--- src/rtl/mcu_pkg.sv ---
// Shared constants and types for the MCU SPI link and the targets hanging off it.
package mcu_pkg;

    localparam int TGT_SYS = 0;
    localparam int TGT_HID = 1;
    localparam int TGT_SDC = 2;

    localparam logic [7:0] IDLE_REPLY = 8'h00;

    typedef enum logic [1:0] {
        ST_IDLE,
        ST_TARGET,
        ST_COMMAND,
        ST_PAYLOAD
    } link_state_e;

    // MSB-first shift: drop the top bit, append the new one at the bottom.
    function automatic logic [7:0] shift_in(input logic [7:0] value, input logic bit_in);
        return {value[6:0], bit_in};
    endfunction

endpackage

--- src/rtl/spi_sync_edge.sv ---
// Multi-stage synchronizer for one asynchronous SPI line, with single-clk
// rise and fall pulses derived from the synchronized level.
module spi_sync_edge #(
    parameter int   STAGES    = 2,
    parameter logic RESET_VAL = 1'b0
) (
    input  logic clk,
    input  logic reset_n,
    input  logic din,
    output logic rise,
    output logic fall
);

    logic [STAGES-1:0] sync_q;
    logic [STAGES-1:0] sync_d;
    logic              prev_q;
    logic              prev_d;

    always_comb begin
        sync_d = {sync_q[STAGES-2:0], din};
        prev_d = sync_q[STAGES-1];
    end

    // The reset value sets the level that is assumed before reset is released,
    // so a line already sitting at that level produces no edge afterwards.
    always_ff @(posedge clk) begin
        if (!reset_n) begin
            sync_q <= {STAGES{RESET_VAL}};
            prev_q <= RESET_VAL;
        end else begin
            sync_q <= sync_d;
            prev_q <= prev_d;
        end
    end

    assign rise = sync_q[STAGES-1] & ~prev_q;
    assign fall = ~sync_q[STAGES-1] & prev_q;

endmodule

--- src/rtl/mcu_spi_link.sv ---
// SPI mode-0 target for the IO MCU link: deframes target/command/payload bytes
// into per-target strobes and shifts each target's reply byte back on MISO.
module mcu_spi_link
    import mcu_pkg::*;
#(
    parameter int NUM_TARGETS = 3,
    parameter int SYNC_STAGES = 2
) (
    input  logic                     clk,
    input  logic                     reset_n,
    input  logic                     spi_csn,
    input  logic                     spi_sclk,
    input  logic                     spi_mosi,
    output logic                     spi_miso,
    output logic [NUM_TARGETS-1:0]   tgt_strobe,
    output logic                     tgt_start,
    output logic [7:0]               tgt_data,
    input  logic [8*NUM_TARGETS-1:0] tgt_reply,
    output logic                     link_busy
);

    logic csn_rise;
    logic csn_fall;
    logic sclk_rise;
    logic sclk_fall;

    // CSn starts low after reset so an already-open frame cannot look like a fresh CSn fall.
    spi_sync_edge #(
        .STAGES    (SYNC_STAGES),
        .RESET_VAL (1'b0)
    ) u_csn_sync (
        .clk     (clk),
        .reset_n (reset_n),
        .din     (spi_csn),
        .rise    (csn_rise),
        .fall    (csn_fall)
    );

    spi_sync_edge #(
        .STAGES    (SYNC_STAGES),
        .RESET_VAL (1'b0)
    ) u_sclk_sync (
        .clk     (clk),
        .reset_n (reset_n),
        .din     (spi_sclk),
        .rise    (sclk_rise),
        .fall    (sclk_fall)
    );

    logic [SYNC_STAGES-1:0] mosi_sync_q;
    logic [SYNC_STAGES-1:0] mosi_sync_d;
    logic                   mosi_s;

    always_comb begin
        mosi_sync_d = {mosi_sync_q[SYNC_STAGES-2:0], spi_mosi};
    end

    always_ff @(posedge clk) begin
        if (!reset_n) begin
            mosi_sync_q <= '0;
        end else begin
            mosi_sync_q <= mosi_sync_d;
        end
    end

    assign mosi_s = mosi_sync_q[SYNC_STAGES-1];

    link_state_e            state_q,   state_d;
    logic [2:0]             bit_cnt_q, bit_cnt_d;
    logic [6:0]             rx_shift_q, rx_shift_d;
    logic [7:0]             tgt_id_q,  tgt_id_d;
    logic [7:0]             tx_shift_q, tx_shift_d;
    logic                   load_pend_q, load_pend_d;
    logic [7:0]             tgt_data_q, tgt_data_d;
    logic [NUM_TARGETS-1:0] strobe_q,  strobe_d;
    logic                   start_q,   start_d;
    logic                   busy_q,    busy_d;

    logic [NUM_TARGETS-1:0] sel_onehot;
    logic [7:0]             reply_sel;
    logic                   tgt_valid;
    logic [7:0]             rx_byte;

    // Out-of-range ids decode to no target: no strobe and an all-zero reply.
    always_comb begin
        sel_onehot = '0;
        reply_sel  = IDLE_REPLY;
        for (int i = 0; i < NUM_TARGETS; i++) begin
            if (tgt_id_q == 8'(i)) begin
                sel_onehot[i] = 1'b1;
                reply_sel     = tgt_reply[8*i +: 8];
            end
        end
    end

    assign tgt_valid = |sel_onehot;

    always_comb begin
        state_d     = state_q;
        bit_cnt_d   = bit_cnt_q;
        rx_shift_d  = rx_shift_q;
        tgt_id_d    = tgt_id_q;
        tx_shift_d  = tx_shift_q;
        load_pend_d = load_pend_q;
        tgt_data_d  = tgt_data_q;
        strobe_d    = '0;
        start_d     = 1'b0;
        busy_d      = busy_q;
        rx_byte     = shift_in({1'b0, rx_shift_q}, mosi_s);

        if (csn_rise) begin
            state_d     = ST_IDLE;
            busy_d      = 1'b0;
            load_pend_d = 1'b0;
        end else if (state_q == ST_IDLE) begin
            if (csn_fall) begin
                state_d     = ST_TARGET;
                bit_cnt_d   = 3'd0;
                rx_shift_d  = 7'd0;
                tx_shift_d  = IDLE_REPLY;
                load_pend_d = 1'b0;
                busy_d      = 1'b1;
            end
        end else begin
            if (sclk_rise) begin
                rx_shift_d = rx_byte[6:0];
                bit_cnt_d  = bit_cnt_q + 3'd1;
                if (bit_cnt_q == 3'd7) begin
                    load_pend_d = 1'b1;
                    unique case (state_q)
                        ST_TARGET: begin
                            tgt_id_d = rx_byte;
                            state_d  = ST_COMMAND;
                        end
                        ST_COMMAND: begin
                            state_d = ST_PAYLOAD;
                            if (tgt_valid) begin
                                tgt_data_d = rx_byte;
                                strobe_d   = sel_onehot;
                                start_d    = 1'b1;
                            end
                        end
                        ST_PAYLOAD: begin
                            if (tgt_valid) begin
                                tgt_data_d = rx_byte;
                                strobe_d   = sel_onehot;
                            end
                        end
                        default: begin
                            state_d = ST_IDLE;
                        end
                    endcase
                end
            end
            // The reply is only fetched once the command byte is in, so byte0/1 clock out zeros.
            if (sclk_fall) begin
                if (load_pend_q) begin
                    tx_shift_d  = (state_q == ST_PAYLOAD) ? reply_sel : IDLE_REPLY;
                    load_pend_d = 1'b0;
                end else begin
                    tx_shift_d = shift_in(tx_shift_q, 1'b0);
                end
            end
        end
    end

    always_ff @(posedge clk) begin
        if (!reset_n) begin
            state_q     <= ST_IDLE;
            bit_cnt_q   <= 3'd0;
            rx_shift_q  <= 7'd0;
            tgt_id_q    <= 8'h00;
            tx_shift_q  <= IDLE_REPLY;
            load_pend_q <= 1'b0;
            tgt_data_q  <= 8'h00;
            strobe_q    <= '0;
            start_q     <= 1'b0;
            busy_q      <= 1'b0;
        end else begin
            state_q     <= state_d;
            bit_cnt_q   <= bit_cnt_d;
            rx_shift_q  <= rx_shift_d;
            tgt_id_q    <= tgt_id_d;
            tx_shift_q  <= tx_shift_d;
            load_pend_q <= load_pend_d;
            tgt_data_q  <= tgt_data_d;
            strobe_q    <= strobe_d;
            start_q     <= start_d;
            busy_q      <= busy_d;
        end
    end

    assign spi_miso   = tx_shift_q[7];
    assign tgt_strobe = strobe_q;
    assign tgt_start  = start_q;
    assign tgt_data   = tgt_data_q;
    assign link_busy  = busy_q;

endmodule

--- config.mk ---
export PLATFORM = sky130hd
export DESIGN_NAME = mcu_spi_link
export DESIGN_NICKNAME = d
export VERILOG_FILES = /design/src/rtl/mcu_pkg.sv /design/src/rtl/spi_sync_edge.sv /design/src/rtl/mcu_spi_link.sv
export SDC_FILE = /design/constraint.sdc
export NUM_CORES = 1
export LEC_CHECK = 0
export BUFFER_PORTS_ARGS = -buffer_cell sky130_fd_sc_hd__buf_2
export CAP_MARGIN = 40
export CELL_PAD_IN_SITES_DETAIL_PLACEMENT = 0
export CELL_PAD_IN_SITES_GLOBAL_PLACEMENT = 1
export CORE_MARGIN = 2
export CORE_UTILIZATION = 30
export DETAILED_ROUTE_END_ITERATION = 16
export PLACE_DENSITY_LB_ADDON = 0.25
export SLEW_MARGIN = 20
export SYNTH_ARGS = -nofsm -noshare
export SYNTH_HDL_FRONTEND = slang
export SYNTH_SLANG_ARGS = --single-unit
--- constraint.sdc ---
create_clock -name clk -period 2.15 [get_ports clk]
set_clock_uncertainty 0.05 [all_clocks]
set_input_delay 0.1075 -clock clk [delete_from_list [all_inputs] [get_ports clk]]
set_output_delay 0.1075 -clock clk [all_outputs]
set_load 0.01 [all_outputs]
== Yosys cells after proc, flatten, opt, wreduce, memory -nomap -nowiden ==
Index checks and enable logic that the tools add are counted.
Widths: inputs -> output; s select.

* Register bits: 50
* Input port bits: 29
* Word-level logic and storage cells: 85

* Add/subtract/negate cells: 1
* Equality and inequality tests: 8
* Muxes and demuxes: 29
* Bitwise operators: 16
* Reduce and logical (&&, ||, !) cells: 16

{| class="wikitable"
|+ Operators with widths
! cell !! count
|-
| $mux 8 || 8
|-
| $mux 7 || 3
|-
| $not 1->1 || 12
|-
| $mux 1 || 10
|-
| $mux 3 || 3
|-
| $eq 8x1->1 const B || 1
|-
| $eq 8x2->1 const B || 1
|-
| $logic_not 8->1 || 1
|-
| $mux 2 || 4
|-
| $reduce_or 7->1 || 1
|-
| $pmux 2 s3 || 1
|-
| $reduce_and 3->1 || 2
|-
| $reduce_and 6->1 || 1
|-
| $reduce_bool 2->1 || 3
|-
| $reduce_or 6->1 || 1
|-
| $reduce_and 5->1 || 1
|-
| $and 1x1->1 || 4
|-
| $eq 2x2->1 const B || 2
|-
| $ne 2x2->1 const B || 2
|-
| $reduce_and 4->1 || 1
|-
| $reduce_or 2->1 || 2
|-
| $add 3x1->3 const B || 1
|-
| $eq 3x3->1 const B || 1
|-
| $reduce_or 3->1 || 1
|-
| other kinds (3) || 3
|}

== Logic depth before layout (Yosys ltp) ==
* Word-level depth: 8
* Gate-level depth with buffers: 7

== Hierarchy ==
Synthesis repeated with hierarchy kept, for this count alone.

* Cell total of the unflattened synthesis: 237
* Area total of the unflattened synthesis: 2,174.6 µm²

{| class="wikitable"
|+ By module, submodules not included
! module !! instances !! cells an instance !! area an instance (µm²)
|-
| mcu_spi_link || 1 || 221 || 1,991.9
|-
| spi_sync_edge || 2 || 8 || 91.3
|}

== Worst setup path after synthesis ==
Ideal clock, no wire load.

* Path type: register -> register
* From: register state_q[0]
* To: register tgt_id_q[0]
* Library setup time: 0.128 ns
* Data arrival time: 1.799 ns
* Path slack: 0.173 ns
* Stages on the path, launching flop included: 7
* Buffers on the path: 0
* Clock period less this slack: 1.977 ns
* Cell sequence: dfxtp_1 > inv_1 > ha_1 > or3b_1 > nor3_4 > mux2i_1 > nor2_1

* Longest elaborated chain between the ends: 3
* Elaborated cells on any way between the ends: 4
* Those cells by class: eq/ne (1); bitwise (1); reduce/logical (2)

{| class="wikitable"
|+ RTL lines
! item !! line !! source
|-
| start: declaration || mcu_spi_link.sv:68 || <nowiki>link_state_e state_q, state_d;</nowiki>
|-
| start signal: assignment || mcu_spi_link.sv:180 || <nowiki>state_q <= state_d;</nowiki>
|-
| $logic_not 2->1 || mcu_spi_link.sv:115 || <nowiki>end else if (state_q == ST_IDLE) begin</nowiki>
|-
| $not 1->1 (no line) || -- ||
|-
| $reduce_and 5->1 (no line) (*) || -- ||
|-
| end signal: assignment || mcu_spi_link.sv:183 || <nowiki>tgt_id_q <= tgt_id_d;</nowiki>
|-
| end: declaration || mcu_spi_link.sv:71 || <nowiki>logic [7:0] tgt_id_q, tgt_id_d;</nowiki>
|}

Every way passes the cells marked *; elsewhere a longest branch is shown, timed or not.
A chain may end at the register's enable or synchronous reset.

== Worst setup path in the final report ==
* From: register state_q[0]
* To: register tx_shift_q[5]

* Longest elaborated chain between the ends: 5
* Elaborated cells on any way between the ends: 9
* Those cells by class: eq/ne (2); mux (4); reduce/logical (3)

{| class="wikitable"
|+ RTL lines
! item !! line !! source
|-
| $eq 2x2->1 || mcu_spi_link.sv:158 || <nowiki>tx_shift_d = (state_q == ST_PAYLOAD) ? reply_sel : IDLE_REPLY;</nowiki>
|-
| $mux 8 || mcu_spi_link.sv:158 ||
|-
| $mux 8 || mcu_spi_link.sv:157 || <nowiki>if (load_pend_q) begin</nowiki>
|-
| $mux 8 || mcu_spi_link.sv:156 || <nowiki>if (sclk_fall) begin</nowiki>
|-
| $mux 8 || mcu_spi_link.sv:115 ||
|-
| end signal: assignment || mcu_spi_link.sv:184 || <nowiki>tx_shift_q <= tx_shift_d;</nowiki>
|-
| end: declaration || mcu_spi_link.sv:72 || <nowiki>logic [7:0] tx_shift_q, tx_shift_d;</nowiki>
|}

Several ways; a longest one is shown, not always the timed one. The select of a mux whose other input is x is not followed.

==> flow_metrics.tcl <==
set metrics [dict create \
    grt_max_degree 28 \
    use_met3 0.0339 \
    grt_use_met1 0.187 \
    powerDensity_mw_per_mm2 579 \
    r2r_start "state_q[0]" \
    clock.fmax_mhz 497 \
    setup.worst_path.end_class "register" \
    yosys.area.top_type_share 0.471 \
    syn_area_mm2 0.00212 \
    pwr-share-seq 0.614 \
    drive_gt1_frac 0.250 \
    power_frac_clock 0.335 \
    grt.busiest_layer "met2" \
    clkSinkCount 50 \
    rsz0062_at_grt "no" \
    p_leak_nw 1.01 \
    clk_pin_slew_worst_paths_ps 80 \
    p_int_mw 1.19 \
    async_flop_share 0 \
    postLayoutCellArea_mm2 0.00264 \
    maxCapViolCount 0 \
    route.antenna.remaining_nets 0 \
    switching_share 0.218 \
    synth-edff-count 0 \
    final_nets 324 \
    io_buffers 42 \
    grt_pass1_wl_um 7990 \
    met2_usage 0.201 \
    grt_usage 0.133 \
    ys_top_cells_by_area "dfxtp_1 47%, a21oi_1 4.5%, mux2i_1 4.2%" \
    grt_overflow_total 0 \
    start_kind "register" \
    required_ps 2280 \
    pre_cts_ws_ps 28.9 \
    clock_path_buffers 2 \
    setup_slack_ps 137 \
    period_minus_slack_ps 2010 \
    status "finished clean" \
    yosysMostFrequentCell "dfxtp_1" \
    setup_tns_ps 0 \
    maxSlewHeadroom 0.686 \
    antenna_cells 0 \
    min_from "tgt_reply[18]" \
    synthCells 234 \
    core.rowCount 30 \
    chipWidth_um 88.2 \
    grt_pass1_vias 1707 \
    via_per_inst 4.71 \
    setup_violations 0 \
    synth_top_area_cell "dfxtp_1" \
    fp.dieH_um 88.2 \
    h-tree-depth 2 \
    ys_seq_area_frac 0.471 \
    dr.pass1.iters 4 \
    hpwl_um 3480 \
    ys_warn_count 0 \
    min_path_type "input port to register" \
    synth_commonest_cells "50 x dfxtp_1, 20 x nor2_1, 19 x a21oi_1" \
    routed_wl_um 4820 \
    switchingPower_mw 0.333 \
    clk_latency_ps 300 \
    synth_cell_types 42 \
    vias 1809 \
    drt_iter0_markers 48 \
    syn_to_final_growth_pct 24.1 \
    tritoncts "done" \
    crit_path_max_fanout 8 \
    postCtsSetupBuffers 0 \
    core_area_mm2 0.00683 \
    dieArea_mm2 0.00777 \
    num_io_pins 43 \
    ys_ff_latch 50 \
    arrival_ps 2150 \
    cts_root_buf "clkbuf_8" \
    detailed_place.area_mm2 0.00252 \
    power_frac_comb 0.051 \
    antenna_found_initial 0 \
    critPathLaunch "state_q[0]" \
    avgSynthCellArea_um2 9.08 \
    drc_errors 0 \
    numCtsBuffers 5 \
    finalMaxSlewViolations 0 \
    start_util 0.311 \
    finalCritPeriodShare 0.936 \
    crit_type "register to register" \
    gp_congestion 0.722 \
    hold_viol 0 \
    syn_nets 270 \
    synth_ff_type "dfxtp_1" \
    tightest_slew_ps 471 \
    routedWlPerCell_um 12.5 \
    ir_drop_v 0.000333 \
]
-- stage by stage --
stage,util,total power [mW],hold WS [ps],instances
finish,0.386,1.53,55.2,384
floorplan,-,0.995,185,234
global route,0.386,1.60,52.0,384
detailed placement,0.368,1.03,267,374
global placement,0.368,1.03,265,374
CTS,0.384,1.55,48.8,384
-- placed cells by master (no fill, tap or decap), types with 2 or more instances in the layout --
cell           count
or3b_1             2
nand3_1           18
inv_1              4
a21oi_1           19
ha_1               7
buf_4             11
dlygate4sd3_1      3
nor2_1            20
mux2i_1            9
a211oi_1           2
nor3_1             3
and2_1             8
dfxtp_2            2
a22oi_1            7
dfxtp_1           48
o2bb2ai_1          7
buf_2             42
nor4_1             2
clkbuf_8           5
o21ai_0           17
o21ai_1            8
nand2_1           18
-- kinds of logic after synthesis --
family / count (synthesis) / share of synthesized area
compound gates: 65 / 0.184
mux: 10 / 0.0477
simple gates: 87 / 0.228
fa+ha+maj: 7 / 0.0412
buf+inv: 15 / 0.0283
flops: 50 / 0.471
-- layer usage --
metal | share of wire | up-vias
met4 | 0.0058 | 0
met2 | 0.42 | 31
met1 | 0.54 | 827
met5 | 0 | -
li1 | - | 946
met3 | 0.032 | 5
-- registers in the layout, summed over array words and instances, names as in the netlist, 2 cells and up --
signal              cells
tgt_strobe              3
bit_cnt_q               3
tx_shift_q              8
rx_shift_q              7
u_csn_sync.sync_q       2
u_sclk_sync.sync_q      2
mosi_sync_q             2
tgt_data                8
state_q                 2
tgt_id_q                8
-- power by group through the flow --
stage	combinational, mW	clock (mW)	sequential, mW
3_3_place_gp	0.0748	0	0.960
5_1_grt	0.0862	0.571	0.940
6_report	0.0781	0.511	0.938
2_1_floorplan	0.0367	0	0.958
4_1_cts	0.0788	0.536	0.938
3_5_place_dp	0.0744	0	0.960
-- worst paths after layout --
check	slack [ps]	cells past startpoint	to
worst min register to register	390	1	u_csn_sync.sync_q[1]
worst min-delay path	60	3	tx_shift_q[2]
worst max register to register	140	7	tx_shift_q[5]
worst max-delay path	140	7	tx_shift_q[5]
-- cell type report --
class | instances | area [um^2]
Clock buffer | 6 | 72.6
Tap cell | 96 | 120
Fill cell | 731 | 4190
Multi-Input combinational cell | 169 | 1070
Clock inverter | 1 | 7.51
Inverter | 5 | 18.8
Timing Repair Buffer | 57 | 343
Sequential cell | 50 | 1000
-- repair_timing --
item / 4_1_cts / 5_1_grt
endpoints found under the hold margin: 3 / 0
hold buffers: 3 / 0
setup endpoints to repair: 0 / 19
resized for setup: 0 / 4
-- critical path: stages, from the launching register on --
cell     delay, ps
dfxtp_2        370
inv_1           70
ha_1           280
or3b_1         420
buf_4          150
o211a_1        300
a22oi_1        170
o21ai_1         90
(Power assumes the default switching activity.)
